## src/rtl/rr_grant_index_arb_pkg.sv

```systemverilog
// Round-robin grant-index arbiter: shared constants and state type.
// Sized so the index drives a 5-to-32 decoder directly.
package rr_grant_index_arb_pkg;

  localparam int N_REQ = 32;
  localparam int IDX_W = 5;

  typedef enum logic {
    IDLE  = 1'b0,
    GRANT = 1'b1
  } state_t;

endpackage

```

## src/rtl/rr_pick.sv

```systemverilog
// Rotating priority picker: lowest set request at or after ptr.
// Double-width copy of req shifted by ptr turns the wrap into a plain scan.
import rr_grant_index_arb_pkg::*;

module rr_pick #(
  parameter int N = rr_grant_index_arb_pkg::N_REQ,
  parameter int W = rr_grant_index_arb_pkg::IDX_W
) (
  input  logic [N-1:0] req,
  input  logic [W-1:0] ptr,
  output logic         any,
  output logic [W-1:0] win_idx
);

  logic [2*N-1:0] dbl;
  logic [N-1:0]   rot;
  logic [W-1:0]   off;

  // rotate so ptr sits at bit 0, then find the lowest set bit
  always_comb begin
    dbl = {req, req} >> ptr;
    rot = dbl[N-1:0];
    off = '0;
    for (int i = N - 1; i >= 0; i--) begin
      if (rot[i]) off = W'(i);
    end
    any     = |req;
    win_idx = ptr + off;
  end

endmodule

```

## src/rtl/rr_grant_index_arb.sv

```systemverilog
// Round-robin arbiter emitting a registered grant index plus enable.
// Grants are held until ack or hold timeout, then priority rotates.
import rr_grant_index_arb_pkg::*;

module rr_grant_index_arb #(
  parameter int N_REQ    = rr_grant_index_arb_pkg::N_REQ,
  parameter int IDX_W    = rr_grant_index_arb_pkg::IDX_W,
  parameter int MAX_HOLD = 16
) (
  input  logic             clk,
  input  logic             rst,
  input  logic [N_REQ-1:0] req,
  input  logic             ack,
  output logic             en,
  output logic [IDX_W-1:0] idx,
  output logic             timeout
);

  localparam int HW = $clog2(MAX_HOLD) + 1;
  localparam logic [HW-1:0] HOLD_LAST =
    HW'(MAX_HOLD > 0 ? MAX_HOLD - 1 : 0);
  localparam bit HOLD_ON = (MAX_HOLD != 0);

  state_t           state, state_n;
  logic [IDX_W-1:0] ptr;
  logic [HW-1:0]    hold_cnt;
  logic             any;
  logic [IDX_W-1:0] win_idx;
  logic             rel_ack;
  logic             rel_to;
  logic             start;

  rr_pick #(
    .N(N_REQ),
    .W(IDX_W)
  ) u_pick (
    .req    (req),
    .ptr    (ptr),
    .any    (any),
    .win_idx(win_idx)
  );

  // state register
  always_ff @(posedge clk) begin
    if (rst) state <= IDLE;
    else     state <= state_n;
  end

  // next state plus release/start qualifiers; ack beats timeout
  always_comb begin
    state_n = state;
    rel_ack = 1'b0;
    rel_to  = 1'b0;
    start   = 1'b0;
    unique case (1'b1)
      (state == IDLE): begin
        start = any;
        if (any) state_n = GRANT;
      end
      (state == GRANT): begin
        rel_ack = ack;
        rel_to  = !ack && HOLD_ON &&
                  (hold_cnt == HOLD_LAST);
        if (rel_ack || rel_to) state_n = IDLE;
      end
      default: state_n = IDLE;
    endcase
  end

  // registered outputs, rotation pointer and hold timer
  always_ff @(posedge clk) begin
    if (rst) begin
      en       <= 1'b0;
      idx      <= '0;
      ptr      <= '0;
      hold_cnt <= '0;
      timeout  <= 1'b0;
    end else begin
      en      <= (state_n == GRANT);
      timeout <= rel_to;
      if (start) begin
        idx      <= win_idx;
        hold_cnt <= '0;
      end else if (rel_ack || rel_to) begin
        ptr <= idx + 1'b1;
      end else if (state == GRANT) begin
        hold_cnt <= hold_cnt + 1'b1;
      end
    end
  end

endmodule
```

## config.mk

```make
export PLATFORM = sky130hd
export DESIGN_NAME = rr_grant_index_arb
export DESIGN_NICKNAME = d
export VERILOG_FILES = /design/src/rtl/rr_grant_index_arb_pkg.sv /design/src/rtl/rr_pick.sv /design/src/rtl/rr_grant_index_arb.sv
export SDC_FILE = /design/constraint.sdc
export NUM_CORES = 1
export LEC_CHECK = 0
export CAP_MARGIN = 10
export CELL_PAD_IN_SITES_DETAIL_PLACEMENT = 2
export CELL_PAD_IN_SITES_GLOBAL_PLACEMENT = 2
export CORE_ASPECT_RATIO = 0.7
export CORE_MARGIN = 2
export CORE_UTILIZATION = 40
export CTS_CLUSTER_SIZE = 25
export DETAILED_ROUTE_END_ITERATION = 16
export GPL_TIMING_DRIVEN = 0
export PLACE_DENSITY_LB_ADDON = 0.1
export SETUP_SLACK_MARGIN = 0.4
export SLEW_MARGIN = 20
export SYNTH_ARGS = -nofsm -noshare
export SYNTH_HDL_FRONTEND = slang
export SYNTH_SLANG_ARGS = --single-unit
```

## constraint.sdc

```tcl
create_clock -name clk -period 13 [get_ports clk]
set_input_delay 1.3 -clock clk [delete_from_list [all_inputs] [get_ports clk]]
set_output_delay 1.3 -clock clk [all_outputs]
set_load 0.05 [all_outputs]
```

==> results of run 1 <==
cell usage after synthesis (8+ instances only):
cell,instances,share of area (%)
clkbuf_1,26,1.9
nand2b_1,8,0.99
dfxtp_1,17,6.7
nor2_1,31,2.3
nand2_1,30,2.2
mux4_1,13,6.8
buf_2,14,1.4
mux2i_1,39,7.7
buf_1,13,0.96
a211oi_1,10,1.5
mux2_2,27,6.0
a21oi_1,12,1.2
nor4_1,10,1.2
mux4_2,87,39
layout by cell type (no fill, tap or decap), drive strengths merged, types with 10 or more instances in the layout:
| master | count |
|---|---|
| a211oi | 11 |
| nor2 | 31 |
| clkdlybuf4s50 | 41 |
| nor4 | 10 |
| mux2i | 39 |
| a21oi | 12 |
| nand2 | 30 |
| mux2 | 28 |
| clkbuf | 30 |
| mux4 | 100 |
| dfxtp | 17 |
| buf | 32 |
cell type report:
cell class	instances	share of cell area [%]
Buffer	58	4.961
Clock buffer	4	1.371
Inverter	9	0.5875
Multi-Input combinational cell	381	76.50
Sequential cell	17	5.918
Tap cell	162	3.525
Timing Repair Buffer	41	7.137
metal layers:
metal	GRT usage (%)	part of all wire, %
met2	51.18	44
met4	6.907	2.4
met5	0	0
met1	50.49	41
met3	10.25	13
worst reg2reg max path: stages (launching register included):
cell       delay [ns]
dfxtp_1          0.31
buf_2            0.21
buf_2            0.33
buf_1            0.65
clkbuf_1         0.67
nand3b_1         0.19
a2111oi_0        0.43
a21oi_1          0.10
a21boi_0         0.71
o21a_1           0.25
o31ai_1          0.10
a311o_1          0.37
a31oi_1          0.16
ha_1             0.21
inv_1            0.06
fa_1             0.40
inv_1            0.08
a21o_1           0.12
a21oi_1          0.07
xnor2_1          0.14
xnor2_1          0.27
a211oi_2         0.10
power by group:
group / internal [µW] / switching [µW] / total, µW / leakage, µW
logic: 138 / 188 / 326 / 0.00168
clock network: 41.7 / 20.6 / 62.3 / 0.0000382
registers: 55.6 / 4.68 / 60.3 / 0.000139
total: 235 / 213 / 449 / 0.00186
logic make-up (layout without fill, tap and decap cells):
logic type,Yosys count,count (layout)
muxes,167,167
adders and majority gates,8,8
and+or+nand+nor,112,112
AOI/OAI and AO/OA,84,84
xor gates and xnor gates,10,10
buffers and inverters,67,112
DFF,17,17
registers in the layout (all words and copies together), names as in the netlist:
name and flops:
en 1, hold_cnt 5, timeout 1, idx 5, ptr 5
worst paths after layout:
check,end,slack [ns],depth (start not counted)
worst min register to register,hold_cnt[4],0.51,2
worst max-delay path,idx[4],6.81,19
worst max register to register,idx[4],6.93,21
worst min-delay path,hold_cnt[4],0.51,2
per-stage QoR:
stage / hold slack, ns / area (µm²) / util [%] / std cells / setup WS (ns)
after detailed placement: 0.5082 / 5672 / 45.82 / 668 / 6.689
after global routing: 0.5340 / 5751 / 46.45 / 672 / 6.723
after CTS: 0.5125 / 5751 / 46.45 / 672 / 6.938
after floorplan: 0.4714 / 5059 / - / 465 / 8.030
after global placement: 0.4841 / 5672 / 45.82 / 668 / 6.780
final: 0.5101 / 5751 / 46.45 / 672 / 6.811
==> results.txt, run 1 <==
Status - complete, no violations
Slew Limit Headroom - 40.67%
Sequential-to-total area share from yosys stat - 6.728%
Peak VDD IR - 0.00004224 V
Starting density of the core - 40.86%
RSZ-0062 raised after global routing - no
Largest net degree at the start of global routing - 11
CTS max path bufs - 2
Area Growth Syn to Fin - 13.68%
CTS root buf - clkbuf_16
Source of the critical timing path - req[2]
CTS sink cnt - 17
Tightest Hold Check Type - reg2reg
Adder-Cell Fraction of Synth Area - 2.127%
Die Height - 98.09 µm
Post-detail-place hpwl - 18,340 µm
Max-cap violations - 0
Largest family of logic cells by synthesized area - multiplexers
Simple-Gate Fraction of Synth Area - 11.01%
Period Utilization, post-route - 47.61%
Slew Limit Fails - 0
CTS tree - built
Final Hold Fails - 0
CP Class - in2reg
IO Count - 42
Crit. End Element - flop
Vias per cell - 7.771
Ys Warns - 0
Async SR Flop Fraction - 0%
Final WL - 23,410 µm
F_max - 161.6 MHz
Global-route wire length before repair - 35,080 µm
Reg clk slew, reported paths - 0.05 ns
Netlist cell types - 71
Number of synthesized flops with an enable pin - 0
Post-DRT Antenna Nets - 0
Post-Syn Instances - 465
Die Wd - 138.4 µm
WP data required - 13.11 ns
Critical R2R Launch - ptr[4]
Multi-input logic area - 0.004399 mm²
CTS H-tree lvls - 1
CP delay by family, top - compound AO/OA/AOI/OAI gates
Worst clock skew - 0.002373 ns
Port bufs - 41
GR Overflow Total - 0
Mapped Nets - 508
Crit-path max cell delay - 0.71 ns
Post-synthesis mux area share - 59.51%
Hold_buf cts - 0
Fin nets - 554
CP Buf/Inv Count - 4
LEAKAGE - 0.001861 µW
GPL Wtd Cong - 0.9920
Power Total - 448.5 µW
Layout cell share with drive strength beyond 1 - 28.43%
Worst Tran Pin Value - 0.8899 ns
CP cell instances - clkdlybuf4s50_1 > clkbuf_1 > mux4_1 > mux4_2 > mux2_2 > a21boi_0 > o21a_1 > o31ai_1 > a311o_1 > a31oi_1 > ha_1 > inv_1 > fa_1 > inv_1 > a21o_1 > a21oi_1 > xnor2_1 > xnor2_1 > a211oi_2
Xor/xnor share of the synthesized area - 1.731%
Worst-Skew Late Latency - 0.25 ns
CP startpoint kind - primary input
Minimum clock period - 6.189 ns
Area fraction in compound gates after synthesis - 12.59%
Hold path startpoint - hold_cnt[4]
Cell at the slowest stage of the critical path - a21boi_0
Diodes inserted - 0
Crit path arrival time - 6.30 ns
Syn avg cell area - 10.88 µm²
DR WL/cell - 34.83 µm
Die area - 0.01358 mm²
Row count - 34
Syn Std Cell Area - 0.005059 mm²
Initial antenna violation count - 0
Vias - 5,222
Primary FF master, synth - dfxtp_1
Inserted Clock Buffers - 3
Initial DRC count - 689
Post-CTS setup buffer count - 0
Crit-path max FO - 10
Yosys reg bits - 17
Post-CTS Resized - 0
Power per cell area - 77.99 mW/mm²
Core footprint - 0.01238 mm²
TNS Setup - 0 ns
Filler cell count in the final layout - 1,255
Global Route Usage Sum - 34.53%
Total area of sequential cells - 340.3 µm²
DRC Markers - 0
Final setup vio count - 0
Vias in the first global route - 5,279
Total iterations of the first detailed-routing run - 5
Note: power is estimated with default switching activity, not from simulation.
==> inputs of run 2 (changes only) <==
Settings changed: CORE_UTILIZATION 40 to 37.
Clock period 13 ns to 5.3 ns, I/O delays scaled along.
==> results.txt, run 2 (synthesis gave the netlist of run 1 again) <==
Status - complete, no violations
DP Cell Count - 691 (+3.4%)
Vias in the first global route - 5,273 (-0.11%)
Vias - 5,216 (-0.11%)
Filler cell count in the final layout - 1,365 (+8.8%)
Most common cell after layout, fill and taps aside - mux4_2
Vias per cell - 7.409 (-4.7%)
Crit-path max cell delay - 0.59 ns (-0.12 ns)
P_int - 613.4 µW (+160%)
Critical path depth - 19 (unchanged)
CP delay by family, top - compound AO/OA/AOI/OAI gates
Die Wd - 143.8 µm (+3.9%)
Starting density of the core - 38.12% (-2.7 points)
DR WL/cell - 34.35 µm (-1.4%)
Layout cell share with drive strength beyond 1 - 40.27% (+12 points)
CP Buf/Inv Count - 4 (unchanged)
Worst-Skew Late Latency - 0.25 ns (about the same)
Tightest Hold Check Type - reg2reg
IO Count - 42 (unchanged)
Crit path arrival time - 4.99 ns (-1.31 ns)
Initial antenna violation count - 0 (unchanged)
Die area - 0.01464 mm² (+7.8%)
Switching pwr - 546.1 µW (+160%)
WP data required - 5.47 ns (-7.64 ns)
Most frequent cells in the layout - 87 x mux4_2, 34 x mux2i_1, 31 x nor2_1, 30 x nand2_1, 26 x mux2_2
Post-DRT Antenna Nets - 0 (unchanged)
CP cell instances - clkdlybuf4s50_1 > buf_2 > mux4_1 > mux4_2 > mux2_2 > a21boi_2 > o21a_1 > o31ai_4 > a311o_1 > a31oi_1 > ha_2 > inv_1 > fa_2 > inv_1 > a21o_1 > a21oi_2 > xnor2_1 > xnor2_1 > a211oi_2
Largest registers - hold_cnt (5), idx (5), ptr (5)
Core footprint - 0.01327 mm² (+7.2%)
Worst Tran Pin Value - 1.010 ns (+0.1201 ns)
Max-cap violations - 0 (unchanged)
Post-detail-place hpwl - 18,790 µm (+2.4%)
Crit-path max FO - 10 (unchanged)
Minimum clock period - 4.820 ns
GR Overflow Total - 0 (unchanged)
Finished Layout Cells - 704 (+4.8%)
CTS root buf - clkbuf_16
Port bufs - 41 (unchanged)
Worst clock skew - 0.004031 ns (+0.001658 ns)
Inserted Clock Buffers - 3 (unchanged)
Cell at the slowest stage of the critical path - mux4_1
Area Growth Syn to Fin - 21.84%
Fin nets - 563 (+1.6%)
F_max - 207.5 MHz
Peak VDD IR - 0.0001195 V (+180%)
Slew Limit Headroom - 32.26% (-8.4 points)
Clock Power Share - 13.1% (-0.8 points)
Row count - 35 (+2.9%)
DRC Markers - 0 (unchanged)
Final Hold Fails - 0 (unchanged)
Final setup vio count - 0 (unchanged)
Total iterations of the first detailed-routing run - 5 (unchanged)
Logic pwr share - 74.1% (+1.4 points)
Sw frac - 47.10% (-0.43 points)
CTS sink cnt - 17 (unchanged)
Die Height - 101.8 µm (+3.8%)
Flop pwr share - 12.9% (-0.5 points)
LEAKAGE - 0.002169 µW (+17%)
Reg clk slew, reported paths - 0.05 ns (about the same)
Final WL - 24,180 µm (+3.3%)
CP Class - in2reg
CTS max path bufs - 2 (unchanged)
Crit. End Element - flop
Initial DRC count - 575 (-17%)
Global Route Usage Sum - 33.14% (-1.4 points)
WHS Path Cells - 2 (unchanged)
Slew Limit Fails - 0 (unchanged)
R2R depth - 18 (-14%)
Global-route wire length before repair - 35,400 µm (+0.92%)
RSZ-0062 raised after global routing - yes
Hold_ws - 0.5130 ns (+0.002905 ns)
GPL Wtd Cong - 0.9493 (-4.3%)
CP startpoint kind - primary input
Power per cell area - 188.1 mW/mm² (+140%)
CTS H-tree lvls - 1 (unchanged)
Largest net degree at the start of global routing - 11 (unchanged)
Multi-input logic area - 0.004511 mm² (+2.5%)
Period Utilization, post-route - 90.94%
Diodes inserted - 0 (unchanged)
CTS tree - built
Total area of sequential cells - 342.8 µm² (+0.74%)
[run 2: final timing paths]
kind	endpoint	from	slack (ns)
worst max-delay path	idx[4]	req[2]	0.48
worst min-delay path	hold_cnt[4]	hold_cnt[4]	0.51
worst max register to register	idx[4]	ptr[3]	0.52
worst min register to register	hold_cnt[4]	hold_cnt[4]	0.51
[run 2: repair_timing]
item,CTS,global route
setup buffers,2,7
gates resized for setup,51,99
hold buffers,0,0
pin swaps,2,10
endpoints found under the setup margin,4,3
gates cloned,0,0
[run 2: per-stage QoR]
stage / util [%] / power (µW) / instance area (µm²) / worst slack, ns / TNS (ns)
after global placement: 42.96 / 893.6 / 5700 / -0.3706 / -0.4625
final: 46.45 / 1160 / 6163 / 0.4802 / 0
after detailed placement: 42.96 / 917.8 / 5700 / -0.4596 / -0.6416
after global routing: 46.45 / 1205 / 6163 / 0.3094 / 0
after floorplan: - / 661.7 / 5059 / 0.8454 / 0
after CTS: 44.37 / 1095 / 5887 / 0.4039 / 0
[run 2: power by group through the flow]
stage	clock, µW	sequential, µW	combinational [µW]
5_1_grt	165	150	891
3_5_place_dp	0	151	767
4_1_cts	156	148	791
6_report	152	149	859
2_1_floorplan	0	164	497
3_3_place_gp	0	150	744
[run 2: worst min-delay path, delay by kind of cell (launching register included)]
family | cells | cell delay, ns
compound gates | 1 | 0.05
flops | 1 | 0.31
simple gates | 1 | 0.10
[run 2: per-layer routing]
metal  up-vias  global-route usage (%)  part of all wire [%]
met4         0                   4.600                   1.9
met3        46                   5.155                    11
met1      2736                   50.83                    42
met2       381                   50.77                    45
met5         -                       0                     0
li1       2053                       -                     -
[run 2: final cells by class]
class / count / area share, %
Clock buffer: 4 / 1.279
Inverter: 9 / 0.5684
Multi-Input combinational cell: 381 / 73.18
Timing Repair Buffer: 50 / 8.404
Sequential cell: 17 / 5.562
Tap cell: 185 / 3.756
Buffer: 58 / 7.247
==> inputs of run 3 (changes only) <==
Settings changed: CORE_UTILIZATION 37 to 36, SYNTH_HIERARCHICAL from default to 1.
==> results.txt, run 3 <==
Layout cell share with drive strength beyond 1 - 37.40% (-2.9 points)
Synth top area share - 38.38% (-0.35 points)
Post-DRT Antenna Nets - 0 (unchanged)
Power Total - 1124 µW (-3.1%)
Vias in the first global route - 4,955 (-6.0%)
Port bufs - 41 (unchanged)
CP cell instances - buf_6 > buf_12 > clkbuf_16 > mux4_2 > mux4_2 > mux2_4 > a21o_1 > a2111o_1 > a211oi_2 > and4b_1 > ha_2 > inv_1 > fa_2 > inv_1 > a21o_1 > a21oi_2 > xnor2_1 > xnor2_1 > nand2_1 > a21oi_2
Max-cap violations - 0 (unchanged)
Post-Syn Instances - 443 (-4.7%)
Critical R2R Launch - ptr[2]
Total iterations of the first detailed-routing run - 5 (unchanged)
CP Class - reg2reg
GPL Wtd Cong - 0.9216 (-2.9%)
Min-Delay Endpoint - hold_cnt[4]
Number of synthesized flops with an enable pin - 0 (unchanged)
Most common cell after layout, fill and taps aside - mux4_2
Inserted Clock Buffers - 3 (unchanged)
Largest registers - hold_cnt (5), idx (5), ptr (5)
DRC Markers - 0 (unchanged)
Peak VDD IR - 0.00008514 V (-29%)
Top cells by count, synth - 79 x mux4_2, 42 x mux2i_1, 35 x nand2_1
Core footprint - 0.01251 mm² (-5.7%)
Worst R2R End - idx[4]
Global-route wire length before repair - 32,900 µm (-7.1%)
Most frequent cells in the layout - 81 x mux4_2, 35 x mux2i_1, 35 x nand2_1, 24 x nor2_1, 23 x clkbuf_2
Worst clock skew - 0.004561 ns (+0.0005305 ns)
Die Height - 98.94 µm (-2.8%)
Hold path startpoint - hold_cnt[4]
Cell taking the most area after synthesis - mux4_2
Reg clk slew, reported paths - 0.06 ns (about the same)
Global Route Usage Sum - 31.63% (-1.5 points)
Minimum clock period - 4.736 ns (-0.08364 ns)
CTS sink cnt - 17 (unchanged)
CTS max path bufs - 2 (unchanged)
RSZ-0062 raised after global routing - no
Fin nets - 544 (-3.4%)
Most used routing layer - met2
R2R depth - 20 (+2)
Final Hold Fails - 0 (unchanged)
GR Overflow Total - 0 (unchanged)
Row count - 34 (-2.9%)
Initial antenna violation count - 0 (unchanged)
CTS root buf - clkbuf_16
DR WL/cell - 33.87 µm (-1.4%)
Slew Limit Fails - 0 (unchanged)
CTS tree - built
Yosys reg bits - 17 (unchanged)
Die Wd - 139.6 µm (-2.9%)
Syn Std Cell Area - 0.004636 mm² (-8.4%)
Crit path arrival time - 4.91 ns (-0.08 ns)
Primary FF master, synth - dfxtp_1
Cell at the slowest stage of the critical path - mux4_2
Most numerous cell in the Yosys netlist - mux4_2
Crit-path max FO - 5 (-5)
Crit-path max cell delay - 0.54 ns (-0.05 ns)
Power per cell area - 201.7 mW/mm² (+7.2%)
Crit. End Element - flop
Synth area leaders - mux4_2 38%, mux2i_1 9.1%, dfxtp_1 7.3%, mux2_2 3.2%, nand2_1 2.8%
Status - complete, no violations
Netlist cell types - 73 (+2.8%)
Diodes inserted - 0 (unchanged)
Worst Tran Pin Value - 0.7740 ns (-0.2360 ns)
F_max - 211.1 MHz (+1.8%)
WHS Path Cells - 2 (unchanged)
Largest net degree at the start of global routing - 11 (unchanged)
Period Utilization, post-route - 89.36% (-1.6 points)
Tightest Hold Check Type - reg2reg
Vias per cell - 7.388 (-0.28%)
WP data required - 5.48 ns (about the same)
Slew Limit Headroom - 48.40% (+16 points)
Final WL - 22,420 µm (-7.3%)
LEAKAGE - 0.002007 µW (-7.5%)
Filler cell count in the final layout - 1,312 (-3.9%)
CP startpoint kind - flop
Async SR Flop Fraction - 0% (unchanged)
Worst-Skew Late Latency - 0.25 ns (about the same)
Sequential-to-total area share from yosys stat - 7.341% (+0.61 points)
Post-detail-place hpwl - 16,960 µm (-9.8%)
Mapped Nets - 486 (-4.3%)
TNS Setup - 0 ns (unchanged)
R2R setup slack - 0.56 ns (+0.04 ns)
Hold_ws - 0.5087 ns (-0.004264 ns)
Starting density of the core - 37.06% (-1.1 points)
Final setup vio count - 0 (unchanged)
Final Util - 44.56% (-1.9 points)
Ys Warns - 6 (+6)
CTS H-tree lvls - 1 (unchanged)
Die area - 0.01382 mm² (-5.6%)
IO Count - 42 (unchanged)
Syn avg cell area - 10.46 µm² (-3.8%)
GRT met1 Usage - 46.77% (-4.1 points)
Vias - 4,891 (-6.2%)
Area Growth Syn to Fin - 20.22%
Initial DRC count - 527 (-8.3%)
Met3 usage - 9.524% (+4.4 points)
M2 GR Usage - 47.47% (-3.3 points)
[run 3: power breakdown]
group / leakage (µW) / internal [µW] / switching, µW
clock: 0.0000409 / 101 / 54.9
combinational: 0.00183 / 350 / 469
sequential: 0.000140 / 136 / 12.4
total: 0.00201 / 588 / 536
[run 3: metrics by stage]
step | area [µm²] | cells | worst slack [ns]
finish | 5573 | 662 | 0.5638
global route | 5573 | 662 | 0.3501
CTS | 5361 | 652 | 0.4111
detailed placement | 5249 | 646 | -0.2319
global placement | 5249 | 646 | -0.1330
floorplan | 4636 | 443 | 1.003
[run 3: what timing repair did]
action,4_1_cts,5_1_grt
pin swaps,2,9
buffers inserted,2,8
cloned,0,2
resized for setup,57,89
setup endpoints to repair,4,1
hold buffers,0,0
[run 3: worst max path at each step]
| stage | startpoint | depth (start not counted) | end | slack [ns] |
|---|---|---|---|---|
| final | ptr[2] | 20 | idx[4] | 0.56 |
| after global placement | req[10] | 18 | idx[4] | -0.13 |
| after CTS | ptr[2] | 20 | idx[4] | 0.41 |
| after global routing | ptr[4] | 17 | idx[4] | 0.35 |
| after detailed placement | ptr[3] | 20 | idx[4] | -0.23 |
| after floorplan | ptr[3] | 19 | idx[4] | 1.00 |
[run 3: layout make-up]
cell class | instances | area (µm²) | share of cell area, %
buffer | 35 | 300.3 | 5.388
clock buffer | 3 | 75.07 | 1.347
clock inverter | 1 | 5.005 | 0.08981
inverter | 14 | 53.80 | 0.9654
multi-input combinational | 377 | 4155 | 74.56
sequential | 17 | 345.3 | 6.197
tap | 162 | 202.7 | 3.637
timing repair buffer | 53 | 435.4 | 7.813
[run 3: logic make-up after synthesis]
| group | count (synthesis) | synth area share, % |
|---|---|---|
| buffers and inverters | 49 | 5.290 |
| multiplexers | 146 | 54.90 |
| AO/OA/AOI/OAI | 99 | 15.84 |
| adder cells (fa/ha/maj) | 8 | 2.321 |
| AND/OR/NAND/NOR | 115 | 12.60 |
| XOR/XNOR | 9 | 1.700 |
| flip-flops | 17 | 7.342 |
[run 3: critical path, delay by kind of cell (launching register included)]
family | cells | cell delay, ns
fa+ha+maj | 2 | 0.40
buf+inv | 5 | 0.53
compound gates | 6 | 1.38
xor+xnor | 2 | 0.29
flops | 1 | 0.36
simple gates | 2 | 0.36
mux | 3 | 1.36
[run 3: layer usage]
| layer | wire, µm | vias up | share of wire, % |
|---|---|---|---|
| met5 | 0 | - | 0 |
| met4 | 207 | 0 | 0.92 |
| met3 | 2812 | 20 | 13 |
| met2 | 9984 | 354 | 45 |
| met1 | 9417 | 2541 | 42 |
| li1 | - | 1976 | - |
